===== config.mk =====
export PLATFORM = sky130hd
export DESIGN_NAME = card_shoe
export DESIGN_NICKNAME = d
export VERILOG_FILES = /design/src/rtl/card_shoe.sv
export SDC_FILE = /design/constraint.sdc
export NUM_CORES = 1
export LEC_CHECK = 0
export BUFFER_PORTS_ARGS = -buffer_cell sky130_fd_sc_hd__buf_2
export CAP_MARGIN = 30
export CORE_MARGIN = 1
export CORE_UTILIZATION = 55
export DETAILED_ROUTE_END_ITERATION = 8
export GPL_TIMING_DRIVEN = 1
export PLACE_DENSITY_LB_ADDON = 0.05
export SLEW_MARGIN = 10
export SYNTH_ARGS = -nofsm -noshare
export SYNTH_HDL_FRONTEND = slang
export SYNTH_SLANG_ARGS = --single-unit

===== constraint.sdc =====
create_clock -name clk -period 3.15 [get_ports clk]
set_clock_uncertainty 0.05 [all_clocks]
set_input_delay 0 -clock clk [delete_from_list [all_inputs] [get_ports clk]]
set_output_delay 0 -clock clk [all_outputs]
set_load 0.01 [all_outputs]

===== src/rtl/card_shoe.sv =====
// Finite-deck card source: tracks per-rank counts over NUM_DECKS decks and deals one
// card per draw request, falling back to a linear scan when RNG samples keep missing.
module card_shoe #(
  parameter int NUM_DECKS    = 1,
  parameter int MAX_TRIES    = 8,
  parameter int RESHUFFLE_AT = 12
) (
  input  logic       clk,
  input  logic       rst_n,
  input  logic [3:0] rng_value,
  input  logic       draw_req,
  input  logic       shuffle_req,
  output logic       card_valid,
  output logic [3:0] card_rank,
  output logic [3:0] card_value,
  output logic       busy,
  output logic [7:0] cards_left,
  output logic       low_shoe,
  output logic       empty_err
);

  localparam logic [4:0] FULL_RANK = 5'(4 * NUM_DECKS);
  localparam logic [7:0] FULL_SHOE = 8'(52 * NUM_DECKS);
  localparam logic [7:0] LOW_MARK  = 8'(RESHUFFLE_AT);
  localparam logic [3:0] LAST_TRY  = 4'(MAX_TRIES - 1);

  typedef enum logic [2:0] {IDLE, SAMPLE, CHECK, SCAN, GRANT, SHUFFLE} state_t;

  state_t     state, state_next;
  logic [4:0] rank_cnt [1:13];
  logic [3:0] rank_r, scan_idx, shuf_idx, tries;
  logic       draw_pend, shuf_pend;

  logic       eff_draw, eff_shuf, start_shuf, start_draw, draw_empty;
  logic       sample_ok, scan_ok, take, last_try;
  logic [3:0] take_rank;

  // Pending requests share the IDLE decision with fresh ones; shuffle always wins.
  always_comb begin
    eff_draw   = draw_req | draw_pend;
    eff_shuf   = shuffle_req | shuf_pend;
    start_shuf = (state == IDLE) && eff_shuf;
    start_draw = (state == IDLE) && !eff_shuf && eff_draw && (cards_left != 8'd0);
    draw_empty = (state == IDLE) && !eff_shuf && eff_draw && (cards_left == 8'd0);
    sample_ok  = 1'b0;
    if (rank_r >= 4'd1 && rank_r <= 4'd13)
      sample_ok = (rank_cnt[rank_r] != 5'd0);
    scan_ok    = (rank_cnt[scan_idx] != 5'd0);
    last_try   = (tries == LAST_TRY);
    take       = ((state == CHECK) && sample_ok) || ((state == SCAN) && scan_ok);
    take_rank  = (state == CHECK) ? rank_r : scan_idx;
  end

  always_ff @(posedge clk or negedge rst_n) begin
    if (!rst_n) state <= IDLE;
    else        state <= state_next;
  end

  always_comb begin
    state_next = state;
    case (state)
      IDLE:    if (start_shuf) state_next = SHUFFLE;
               else if (start_draw) state_next = SAMPLE;
      SAMPLE:  state_next = CHECK;
      CHECK:   if (sample_ok) state_next = GRANT;
               else if (last_try) state_next = SCAN;
               else state_next = SAMPLE;
      SCAN:    if (scan_ok) state_next = GRANT;
      GRANT:   state_next = IDLE;
      SHUFFLE: if (shuf_idx == 4'd13) state_next = IDLE;
      default: state_next = IDLE;
    endcase
  end

  always_comb begin
    card_valid = (state == GRANT);
    busy       = (state != IDLE);
    low_shoe   = (cards_left <= LOW_MARK);
  end

  always_ff @(posedge clk or negedge rst_n) begin
    if (!rst_n) begin
      for (int i = 1; i <= 13; i++) rank_cnt[i] <= FULL_RANK;
      cards_left <= FULL_SHOE;
      rank_r     <= 4'd0;
      scan_idx   <= 4'd1;
      shuf_idx   <= 4'd1;
      tries      <= 4'd0;
      draw_pend  <= 1'b0;
      shuf_pend  <= 1'b0;
      card_rank  <= 4'd0;
      card_value <= 4'd0;
      empty_err  <= 1'b0;
    end else begin
      empty_err <= draw_empty;

      if (start_draw) tries <= 4'd0;
      if (state == SAMPLE) rank_r <= rng_value;
      if (state == CHECK && !sample_ok) tries <= tries + 4'd1;

      if (state == CHECK) scan_idx <= 4'd1;
      else if (state == SCAN && !scan_ok) scan_idx <= scan_idx + 4'd1;

      if (take) begin
        rank_cnt[take_rank] <= rank_cnt[take_rank] - 5'd1;
        cards_left          <= cards_left - 8'd1;
        card_rank           <= take_rank;
        card_value          <= (take_rank >= 4'd10) ? 4'd10 : take_rank;
      end

      // Reload one rank per cycle; the shoe total only becomes full on the final rank.
      if (state == SHUFFLE) begin
        rank_cnt[shuf_idx] <= FULL_RANK;
        if (shuf_idx == 4'd13) begin
          shuf_idx   <= 4'd1;
          cards_left <= FULL_SHOE;
        end else begin
          shuf_idx <= shuf_idx + 4'd1;
        end
      end

      if (state == IDLE) begin
        if (start_shuf) begin
          shuf_pend <= 1'b0;
          draw_pend <= draw_pend | draw_req;
        end else if (eff_draw) begin
          draw_pend <= draw_pend & draw_req;
        end
      end else begin
        draw_pend <= draw_pend | draw_req;
        if (state != SHUFFLE) shuf_pend <= shuf_pend | shuffle_req;
      end
    end
  end

endmodule


==> flow_metrics.py <==
metrics = {
    "outcome": {
        "status": "finished clean",
    },
    "critical_path": {
        "r2r_cells": 10,
        "crit_path_end": "rank_cnt[38]",
        "end_kind": "flop",
        "rr_startpoint": "state[0]",
        "crit_required_ps": 3360,
        "critical_path_class": "flop to flop",
        "crit_start": "state[0]",
        "start_kind": "flop",
        "path_max_fanout": 13,
        "critPathArrivalTime_ps": 3270,
        "ff2ff_setup_slack_ps": 90,
        "reg2reg_to": "rank_cnt[38]",
    },
    "synthesis": {
        "syn_nets": 656,
        "yosysWarnings": 0,
        "synth_edf_count": 0,
        "synth_area_leaders": "dfrtp_1 35%, mux2i_1 9.2%, dfstp_2 7.8%",
        "yosysSeqAreaShare": 0.429,
        "ys_seq_elements": 103,
        "synth_top_cell_area_share": 0.351,
        "syn_area_per_cell_um2": 9.43,
        "synth_area_um2": 6060,
        "yosys_most_used_dff": "dfrtp_1",
        "yosysTopAreaCell": "dfrtp_1",
        "ys_types": 65,
        "synthArstFlopShare": 1.00,
        "synth_cells": 643,
    },
    "layout": {
        "final_cells": 852,
        "n_antenna_cell": 0,
        "nets": 724,
        "drive_above_1_share": 0.235,
        "finalInstanceArea_um2": 7110,
        "fin_util": 0.677,
        "fillers": 848,
        "syn_to_final_growth_pct": 17.3,
        "final_cell_mix": "85 x nor2_1, 85 x dfrtp_1, 56 x mux2i_1, 56 x buf_4, 38 x nand2_1",
    },
    "grt": {
        "grt_pass1_vias": 5162,
        "grt_pass1_wl_um": 28000,
        "grt_antenna_before_repair": 0,
        "grt_max_degree": 51,
        "grtUsageTotal": 0.326,
        "overflow": 0,
    },
    "floorplan": {
        "io_pins": 28,
        "fp-row-count": 37,
        "die_h_um": 107,
        "dieArea_um2": 11400,
        "initial_utilization": 0.577,
        "die_w_um": 107,
        "fp.coreArea_um2": 10500,
    },
    "cts": {
        "cts_tree": "built",
        "cts_buffers": 9,
        "cts.path.max_buffers": 2,
        "htreeDepth": 3,
        "clock_sinks": 103,
        "clkTransAtPathRegs_ps": 100,
        "clock-root-buffer": "clkbuf_8",
        "clk_latency_ps": 400,
    },
    "power": {
        "p_leak_uw": 0.00321,
        "ir_drop_v": 0.000654,
        "powerDensity_nw_per_um2": 1060,
    },
    "sta": {
        "finalSetupViolCount": 0,
        "finalCritPeriodShare": 0.971,
        "timing.fmax_mhz": 327,
        "finalHoldViolations": 0,
        "period_needed_ps": 3060,
        "fin_tns_setup_ps": 0,
        "slew_viol_final": 0,
        "worst_slew_pin_slew_ps": 734,
        "max_slew_margin": 0.509,
    },
    "route": {
        "ant_nets": 0,
        "drt-pass1-iter-count": 6,
        "wl_per_cell_um": 20.9,
        "viasPerCell": 6.40,
        "wirelength_um": 17800,
        "drcViolationCount": 0,
        "drtIter0Drc": 462,
        "routed-via-count": 5454,
    },
    "place": {
        "place.gp.congestion": 0.977,
        "post_dp_cell_area_um2": 6670,
        "dpl.hpwl_um": 13000,
        "numPortBuffers": 27,
        "placed_cells": 822,
    },
    "min_path": {
        "min_path_type": "input pin to asynchronous set/reset pin",
    },
    "job": {
        "cap_violations": 0,
    },
}
## cell type report
| type | count | area, µm² | area share |
|---|---|---|---|
| Tap cell | 136 | 170 | 0.0239 |
| Sequential cell | 103 | 2600 | 0.366 |
| Timing Repair Buffer | 97 | 758 | 0.107 |
| Clock inverter | 6 | 68.8 | 0.00968 |
| Multi-Input combinational cell | 474 | 3290 | 0.462 |
| Clock buffer | 10 | 128 | 0.0180 |
| Inverter | 26 | 97.6 | 0.0137 |
## power breakdown
part,internal [µW],switching [µW]
Combinational,1850,2410
Clock,373,489
Sequential,1850,587
## cell usage after synthesis, types with 6 or more instances
library cell   n
nor2_1        85
and2_1         6
nor2b_1        8
nor3_1        25
a21oi_1       21
dfstp_2       18
a211o_1       10
or4_1          6
inv_1         26
a211oi_1      13
mux2_2        13
buf_2          9
nand2b_1      16
a21o_1         9
nand2_1       38
dfrtp_1       85
mux2i_1       56
clkbuf_1      24
xnor2_1        6
o21ai_0       23
o22ai_1       22
nand3_1       20
## cell families after synthesis
| logic type | count (synthesis) | synth area share |
|---|---|---|
| compound gates | 140 | 0.158 |
| mux | 74 | 0.131 |
| buf+inv | 66 | 0.0495 |
| fa+ha+maj | 6 | 0.0120 |
| simple gates | 244 | 0.205 |
| xor+xnor | 10 | 0.0157 |
| flops | 103 | 0.429 |
## repair_timing
item,in CTS,in global routing
setup buffers,0,5
setup endpoints to repair,13,38
hold buffers,8,0
resized for setup,4,19
pin swaps,2,5
cloned,0,1
endpoints found under the hold margin,55,0
## how the worst min path moves through the flow
stage / to / slack [ps]
6_report: tries[1] / 110
5_1_grt: tries[1] / 160
4_1_cts: tries[1] / 120
3_5_place_dp: card_value[3] / 20
3_3_place_gp: tries[0] / 2
2_1_floorplan: card_rank[0] / -350
## critical path, cell delays in order (launching register included)
cell and delay (ps):
dfrtp_1 390, or3b_4 420, buf_12 170, mux2_2 330, a222oi_1 450, and3_2 310, buf_4 160, nand3_1 130
xnor2_2 180, buf_4 220, o22ai_1 110
## per-layer routing
layer	global-route usage	vias to the layer above	wire length [µm]
met2	0.480	259	7940
met3	0.0796	39	1400
met1	0.472	2686	8030
met4	0.108	0	430
li1	-	2470	-
met5	0	-	0
## through the flow
| stage | power (µW) | setup slack [ps] | hold slack, ps |
|---|---|---|---|
| 2_1_floorplan | 4840 | -29.6 | -346 |
| 3_3_place_gp | 6150 | 12.0 | 2.42 |
| 3_5_place_dp | 6250 | -36.8 | 20.1 |
| 4_1_cts | 7220 | 9.05 | 124 |
| 5_1_grt | 7970 | -24.7 | 157 |
| 6_report | 7550 | 92.0 | 109 |
## registers in the layout, summed over array words and instances, names as in the netlist, 3 cells and up
register,cells
scan_idx,4
rank_r,4
tries,4
card_rank,4
state,3
rank_cnt,65
card_value,4
cards_left,8
shuf_idx,4
Power figures use the tool's default switching activity.
